==> src/rtl/mileage_display_scan.sv <==
// Mileage to eight-digit multiplexed seven-segment display: sequential double-dabble
// conversion plus digit scanner. Optional macro LEADING_ZERO_BLANK_EN blanks leading zeros.
module mileage_display_scan #(
  parameter int SCAN_DIV = 100000
) (
  input  logic        clk,
  input  logic        rst,
  input  logic        power_now,
  input  logic [26:0] record,
  output logic        busy,
  output logic [7:0]  seg_out,
  output logic [7:0]  seg_en
);

  localparam int DIV_W = (SCAN_DIV > 1) ? $clog2(SCAN_DIV) : 1;
  localparam logic [26:0] MAX_MILES = 27'd99_999_999;

  typedef enum logic [1:0] {
    IDLE  = 2'd0,
    SHIFT = 2'd1,
    LOAD  = 2'd2
  } state_t;

  state_t             state_q;
  logic [26:0]        last_raw_q;
  logic [26:0]        bin_q;
  logic [31:0]        bcd_q;
  logic [31:0]        bcd_d;
  logic [31:0]        disp_q;
  logic [4:0]         cnt_q;
  logic               busy_q;
  logic [DIV_W-1:0]   div_q;
  logic [2:0]         idx_q;
  logic [7:0]         seg_out_q;
  logic [7:0]         seg_en_q;
  logic [7:0]         seg_out_d;
  logic [7:0]         seg_en_d;
  logic [26:0]        rec_sat;
  logic [31:0]        disp_sh;
  logic               blank;

  function automatic logic [7:0] decode(input logic [3:0] nib);
    case (nib)
      4'd0:    decode = 8'hFC;
      4'd1:    decode = 8'h60;
      4'd2:    decode = 8'hDA;
      4'd3:    decode = 8'hF2;
      4'd4:    decode = 8'h66;
      4'd5:    decode = 8'hB6;
      4'd6:    decode = 8'hBE;
      4'd7:    decode = 8'hE0;
      4'd8:    decode = 8'hFE;
      4'd9:    decode = 8'hF6;
      default: decode = 8'h00;
    endcase
  endfunction

  // Double-dabble adjust: every nibble >= 5 gets +3 before the shift.
  always_comb begin
    bcd_d = '0;
    for (int i = 0; i < 8; i++) begin
      if (bcd_q[4*i +: 4] >= 4'd5) bcd_d[4*i +: 4] = bcd_q[4*i +: 4] + 4'd3;
      else                         bcd_d[4*i +: 4] = bcd_q[4*i +: 4];
    end
  end

  assign rec_sat = (record > MAX_MILES) ? MAX_MILES : record;

  always_ff @(posedge clk or posedge rst) begin
    if (rst) begin
      state_q    <= IDLE;
      busy_q     <= 1'b0;
      last_raw_q <= '0;
      bin_q      <= '0;
      bcd_q      <= '0;
      cnt_q      <= '0;
      disp_q     <= '0;
    end else begin
      case (state_q)
        IDLE: begin
          if (record != last_raw_q) begin
            last_raw_q <= record;
            bin_q      <= rec_sat;
            bcd_q      <= '0;
            cnt_q      <= '0;
            state_q    <= SHIFT;
            busy_q     <= 1'b1;
          end
        end
        SHIFT: begin
          {bcd_q, bin_q} <= {bcd_d[30:0], bin_q, 1'b0};
          cnt_q          <= cnt_q + 5'd1;
          if (cnt_q == 5'd26) state_q <= LOAD;
        end
        LOAD: begin
          disp_q  <= bcd_q;
          state_q <= IDLE;
          busy_q  <= 1'b0;
        end
        default: begin
          state_q <= IDLE;
          busy_q  <= 1'b0;
        end
      endcase
    end
  end

  always_ff @(posedge clk or posedge rst) begin
    if (rst) begin
      div_q <= '0;
      idx_q <= '0;
    end else if (div_q == DIV_W'(SCAN_DIV - 1)) begin
      div_q <= '0;
      idx_q <= idx_q + 3'd1;
    end else begin
      div_q <= div_q + DIV_W'(1);
    end
  end

  assign disp_sh = disp_q >> {idx_q, 2'b00};

`ifdef LEADING_ZERO_BLANK_EN
  // A digit above position 0 is dark when it and every higher digit are zero.
  assign blank = (idx_q != 3'd0) && (disp_sh == 32'd0);
`else
  assign blank = 1'b0;
`endif

  always_comb begin
    seg_en_d  = 8'h00;
    seg_out_d = 8'h00;
    if (power_now) begin
      seg_en_d  = 8'h01 << idx_q;
      seg_out_d = blank ? 8'h00 : decode(disp_sh[3:0]);
    end
  end

  always_ff @(posedge clk or posedge rst) begin
    if (rst) begin
      seg_en_q  <= 8'h00;
      seg_out_q <= 8'h00;
    end else begin
      seg_en_q  <= seg_en_d;
      seg_out_q <= seg_out_d;
    end
  end

  assign busy    = busy_q;
  assign seg_out = seg_out_q;
  assign seg_en  = seg_en_q;

endmodule

==> config.mk <==
export PLATFORM = sky130hd
export DESIGN_NAME = mileage_display_scan
export DESIGN_NICKNAME = d
export VERILOG_FILES = /design/src/rtl/mileage_display_scan.sv
export SDC_FILE = /design/constraint.sdc
export NUM_CORES = 1
export LEC_CHECK = 0
export ABC_AREA = 0
export CORE_ASPECT_RATIO = 1.1
export CORE_MARGIN = 3
export CORE_UTILIZATION = 35
export CTS_BUF_LIST = sky130_fd_sc_hd__clkbuf_8
export DETAILED_ROUTE_END_ITERATION = 8
export DONT_BUFFER_PORTS = 1
export GPL_ROUTABILITY_DRIVEN = 1
export PLACE_DENSITY = 0.46
export SLEW_MARGIN = 20
export SYNTH_ARGS = -nofsm -noshare
export SYNTH_HDL_FRONTEND = slang
export SYNTH_SLANG_ARGS = --single-unit
export TNS_END_PERCENT = 1
==> constraint.sdc <==
create_clock -name clk -period 6.5 [get_ports clk]
set_input_delay 0.975 -clock clk [delete_from_list [all_inputs] [get_ports clk]]
set_output_delay 0.975 -clock clk [all_outputs]
set_load 0.05 [all_outputs]
---- Word level (Yosys, flattened, before mapping) ----
Memory sizes are Yosys's and may differ from the RTL's.
Index checks and enable logic that the tools add are counted.
cells by class
  eq/ne operators ......................... 7
  magnitude comparators ................... 9
  bitwise logic cells ..................... 1
  shift operators ......................... 2
  mux-type cells .......................... 23
  reduce and logical (&&, ||, !) cells .... 6
  $add $sub $neg .......................... 11
operator list
  cell                                                                                 number
  32-bit case mux with 2 select lines                                                  1
  27-bit two-way mux                                                                   2
  27-bit case mux with 2 select lines                                                  1
  4-bit by 3-bit greater-or-equal comparator with 1-bit output, second input constant  8
  32-bit two-way mux                                                                   1
  32-bit by 5-bit >> shifter with 4-bit output                                         1
  4-bit by 2-bit adder with 4-bit output, second input constant                        7
  4-bit two-way mux                                                                    7
  27-bit > comparator, second input constant                                           1
  27-bit inequality test                                                               1
  17-bit by 1-bit adder with 17-bit output, second input constant                      1
  17-bit equality test, second input constant                                          1
  17-bit two-way mux                                                                   1
  8-bit two-way mux                                                                    2
  5-bit case mux with 2 select lines                                                   1
  2-bit AND reduction                                                                  4
  1-bit by 3-bit left shift with 8-bit output, first input constant                    1
  5-bit by 1-bit adder with 5-bit output, second input constant                        1
  5-bit equality test, second input constant                                           1
  5-bit two-way mux                                                                    1
  2-bit two-way mux                                                                    2
  2-bit inequality test, second input constant                                         2
  2-bit case mux with 2 select lines                                                   1
  3-bit by 1-bit adder with 3-bit output, second input constant                        1
  9 further kinds                                                                      9
word-level totals
  memories kept ........................... 1
  bits of input ports ..................... 30
  word-level logic and storage cells ...... 71
  memory bits (read-only) ................. 112
  output and inout port bits .............. 17
  bits in registers ....................... 162
memories
  name              depth  width  rd ports  clocked after memory_dff  wr ports  line  text
  (name not given)  16     7      1         0                         0         43    case (nib)

---- Depth between registers and ports, before layout ----
  depth in word-level cells ............... 4
  depth in mapped cells ................... 8

---- Least setup slack after synthesis ----
No wires, ideal clock.
  kind .................................... input-to-reg
  start ................................... in record[9]
  end ..................................... reg bin_q[14]
  cell stages on the path ................. 6
  library setup time ...................... 0.147 ns
  arrival time ............................ 2.393 ns
  buffers on the path ..................... 1
  setup slack ............................. 3.959 ns
  path through ............................ or4_1 -> o211ai_1 -> a211oi_1 -> a2111oi_4 -> buf_4 -> a222oi_1
between the ends
  word-level cells in the longest chain between the ends .. 4
RTL lines
  element                              line  text
  start: declaration                   9     input logic [26:0] record,
  27-bit > comparator                  67    assign rec_sat = (record > MAX_MILES) ? MAX_MILES : record;
  27-bit two-way mux                   67
  27-bit two-way mux                   81    if (record != last_raw_q) begin
  27-bit case mux with 2 select lines  79    case (state_q)
  end signal: assignment               83    bin_q <= rec_sat;
  end signal: assignment               91    {bcd_q, bin_q} <= {bcd_d[30:0], bin_q, 1'b0};
  end: declaration                     26    logic [26:0] bin_q;
Parallel ways exist; a longest one is shown, timed or not. The select of a mux whose other input is x is not followed.
A chain may end at the register's enable or synchronous reset.

---- Worst setup path after layout ----
  start ................................... in record[1]
  end ..................................... reg bin_q[6]
Same word-level chain as after synthesis.

==> summary.txt <==
Outcome
  – Outcome: completed

Pwr
  – P_int: approximately 2.3 mW
  – Final Power: 3.61 mW
  – Peak VDD IR: roughly 0.00014 V
  – Flop pwr share: 0.462
  – Power Dens Cells: slightly above 400 nW/µm²
  – Sw frac: 0.367
  – Clock Power Share: 0.220
  – Leakage power: 3.85 nW
  – Combinational power share: 0.319
  – P_sw: around 1.3 mW

Synthesis
  – Most frequent cell after synthesis: dfrtp_1
  – Yosys top cell by area: dfrtp_1
  – Most instantiated cells after synthesis: dfrtp_1 (161), nand2_1 (67), inv_1 (50)
  – Top-area cell type share of the netlist area: 0.507
  – Total number of yosys warnings: 0
  – Synth Area per Inst: around 11 µm²
  – FFs w/ async S/R, synth: 1.00
  – Top FF cell, synth: dfrtp_1
  – Post-synthesis cell count: roughly 730
  – Syn Nets: ~800
  – Synthesis-stage register bit count: roughly 160
  – Seq/Total Area, Yosys: 0.507
  – Yosys cell types: 56
  – Post-synth EDFFs: 0
  – Mapped cell area: 7950 µm²
  – Synth top area cells: dfrtp_1 (51%), mux2_1 (6.4%), ha_1 (4.7%), xor2_1 (4.2%), nand2_1 (3.2%)

CTS
  – Num CTS Buffers: 17
  – CTS Buffer Depth: 2
  – Clk pin slew, worst setup/hold paths: approximately 0.1 ns
  – TritonCTS clock tree: built
  – Htree depth: 4
  – Clk sinks: roughly 160
  – Setup Fix Bufs, Post-CTS: 0
  – Clk_lat worst skew: ~0.46 ns
  – Root buf cell: clkbuf_8
  – Hold_buf cts: 0
  – Cts repair resizes: 0

Drt
  – DR iter-0 viols: approximately 280
  – Final Routed Wirelength: around 17000 µm
  – DR WL/cell: ~17 µm
  – Via/cell ratio: about 5.1
  – Final ANT Viol Nets: 0
  – Drt pass-1 iters: 5
  – Vias: 5232
  – # DRC: 0

Global route
  – Vias in the first global route: 5494
  – Gr ovfl total: 0
  – Pin count of the biggest net entering global routing: 108
  – First-pass GRT wire length: about 29000 µm
  – Antenna violations before repair: 0
  – Gr usage total: 0.148

Critical path
  – Critical-path cell list: xor2_1 > nor4_1 > nand4_1 > o21ai_2 > buf_4 > a222oi_1
  – Startpoint Class: primary input
  – Worst path required time: 6.82 ns
  – Critical path endpoint category: flip-flop
  – Crit path max fanout: 29
  – Critical path class: in -> reg
  – Arr. time, crit path: approximately 3.3 ns
  – Slowest cell on the critical path: nor4_1
  – Largest stage delay on the critical path: 0.75 ns

Final layout
  – N_diodes: 0
  – Fillers: about 2200
  – Layout area overhead: 9.40%
  – Share of cells above drive strength 1: 0.0830
  – Number of nets in the layout: 782
  – Finished Core Util: 0.392
  – Final instance area: roughly 8700 µm²
  – Cell Count, Final, Fillers Out: about 1000

Place
  – Cells after DPL: between 900 and 1000
  – Port bufs: 0
  – DP Area: slightly above 8000 µm²
  – Final GP Congestion: between 0.7 and 0.8
  – HPWL after detailed placement: roughly 12000 µm

Die
  – # IOs: 47
  – Rows: 57
  – Placeable Area: roughly 22000 µm²
  – Die Y-Extent: between 150 and 200 µm
  – Initial Util: 0.358
  – Die width: approximately 150 µm
  – Die area: roughly 25000 µm²

STA
  – Setup TNS: 0 ns
  – Tcrit/Tclk final: 0.454
  – Worst-margin pin slew: roughly 0.85 ns
  – Setup violations, final: 0
  – Max-slew headroom: 0.427
  – Hold Vio Cnt, Final: 0
  – Final slew viol count: 0
  – RSZ-0062 raised after global routing: false
  – Post-layout minimum cycle time: around 3.0 ns
  – Worst Clk Skew: between 0.015 and 0.02 ns
  – Fmax: 0.339 GHz

Worst hold path
  – Worst Hold Class: in -> async

Flow run
  – Max-cap violations: 0
==> power by group through the flow <==
stage	clock network, mW	logic, mW	registers [mW]
2_1_floorplan	0	0.956	1.60
3_3_place_gp	0	1.13	1.68
3_5_place_dp	0	1.15	1.70
4_1_cts	0.825	1.16	1.67
5_1_grt	0.869	1.33	1.72
6_report	0.794	1.15	1.67
==> area by class of cell <==
type	instances	area [µm²]	area share
flip-flops and latches	161	4030	0.463
multi-input cells	480	3570	0.411
clock inverters	14	178	0.0204
inverters	52	200	0.0230
clock buffers	18	248	0.0285
well taps	295	369	0.0424
repair buffers	10	103	0.0118
==> logic make-up after synthesis <==
group	count (synthesis)	share of synthesized area
xor gates and xnor gates	55	0.0606
muxes	62	0.0996
and+or+nand+nor	194	0.118
DFF	161	0.507
other	1	0.000472
buffers and inverters	86	0.0460
AOI/OAI and AO/OA	138	0.121
adders and majority gates	30	0.0472
==> state kept, by name, indices dropped and copies added (netlist names) <==
signal / flops
bcd_q: 32
bin_q: 27
busy: 1
cnt_q: 5
disp_q: 32
div_q: 17
idx_q: 3
last_raw_q: 27
seg_en: 8
seg_out: 7
state_q: 2
==> worst max-delay path: cells and delay by family <==
family | cells | cell delay [ns]
and+or+nand+nor | 2 | 1.12
xor gates and xnor gates | 1 | 0.13
buffers and inverters | 1 | 0.42
AOI/OAI and AO/OA | 2 | 0.63
==> per-stage QoR <==
step                setup WS, ns  hold slack, ns
CTS                         3.31           0.493
detailed placement          2.81           0.473
finish                      3.55           0.359
floorplan                   1.18           0.445
global placement            2.83           0.464
global route                3.30           0.341
==> per-layer routing <==
layer,vias up,track usage,wire length (µm)
li1,2533,-,-
met1,2597,0.183,7370
met2,88,0.257,8590
met3,14,0.0367,803
met4,0,0.0449,262
met5,-,0,0
==> cells in the final DEF, fill, tap and decap left out, types with 8 or more instances in the layout <==
cell        n
dfrtp_1   161
nand2_1    66
inv_1      50
mux2_1     45
nor2_1     43
xor2_1     38
ha_1       30
a21oi_1    23
o22ai_1    22
o21ai_0    22
clkbuf_8   18
xnor2_1    17
and3_1     12
o21ai_1    11
nand2b_1   11
nor2b_1    10
a22o_1      9
a222oi_1    9
nor4_1      8
nor3_1      8
a221o_1     8
nand3_1     8
mux4_2      8
==> final timing paths <==
check	to	cells past startpoint	start	slack [ns]
max in group asynchronous	seg_out[6]	3	rst	4.71
setup / recovery	bin_q[6]	6	record[1]	3.55
hold reg to reg	disp_q[1]	2	disp_q[1]	0.48
hold / removal	last_raw_q[2]	1	rst	0.36
min in group clk	disp_q[1]	2	disp_q[1]	0.48
setup reg to reg	bin_q[6]	6	last_raw_q[1]	3.62
Note: power is estimated with default switching activity, not from simulation.
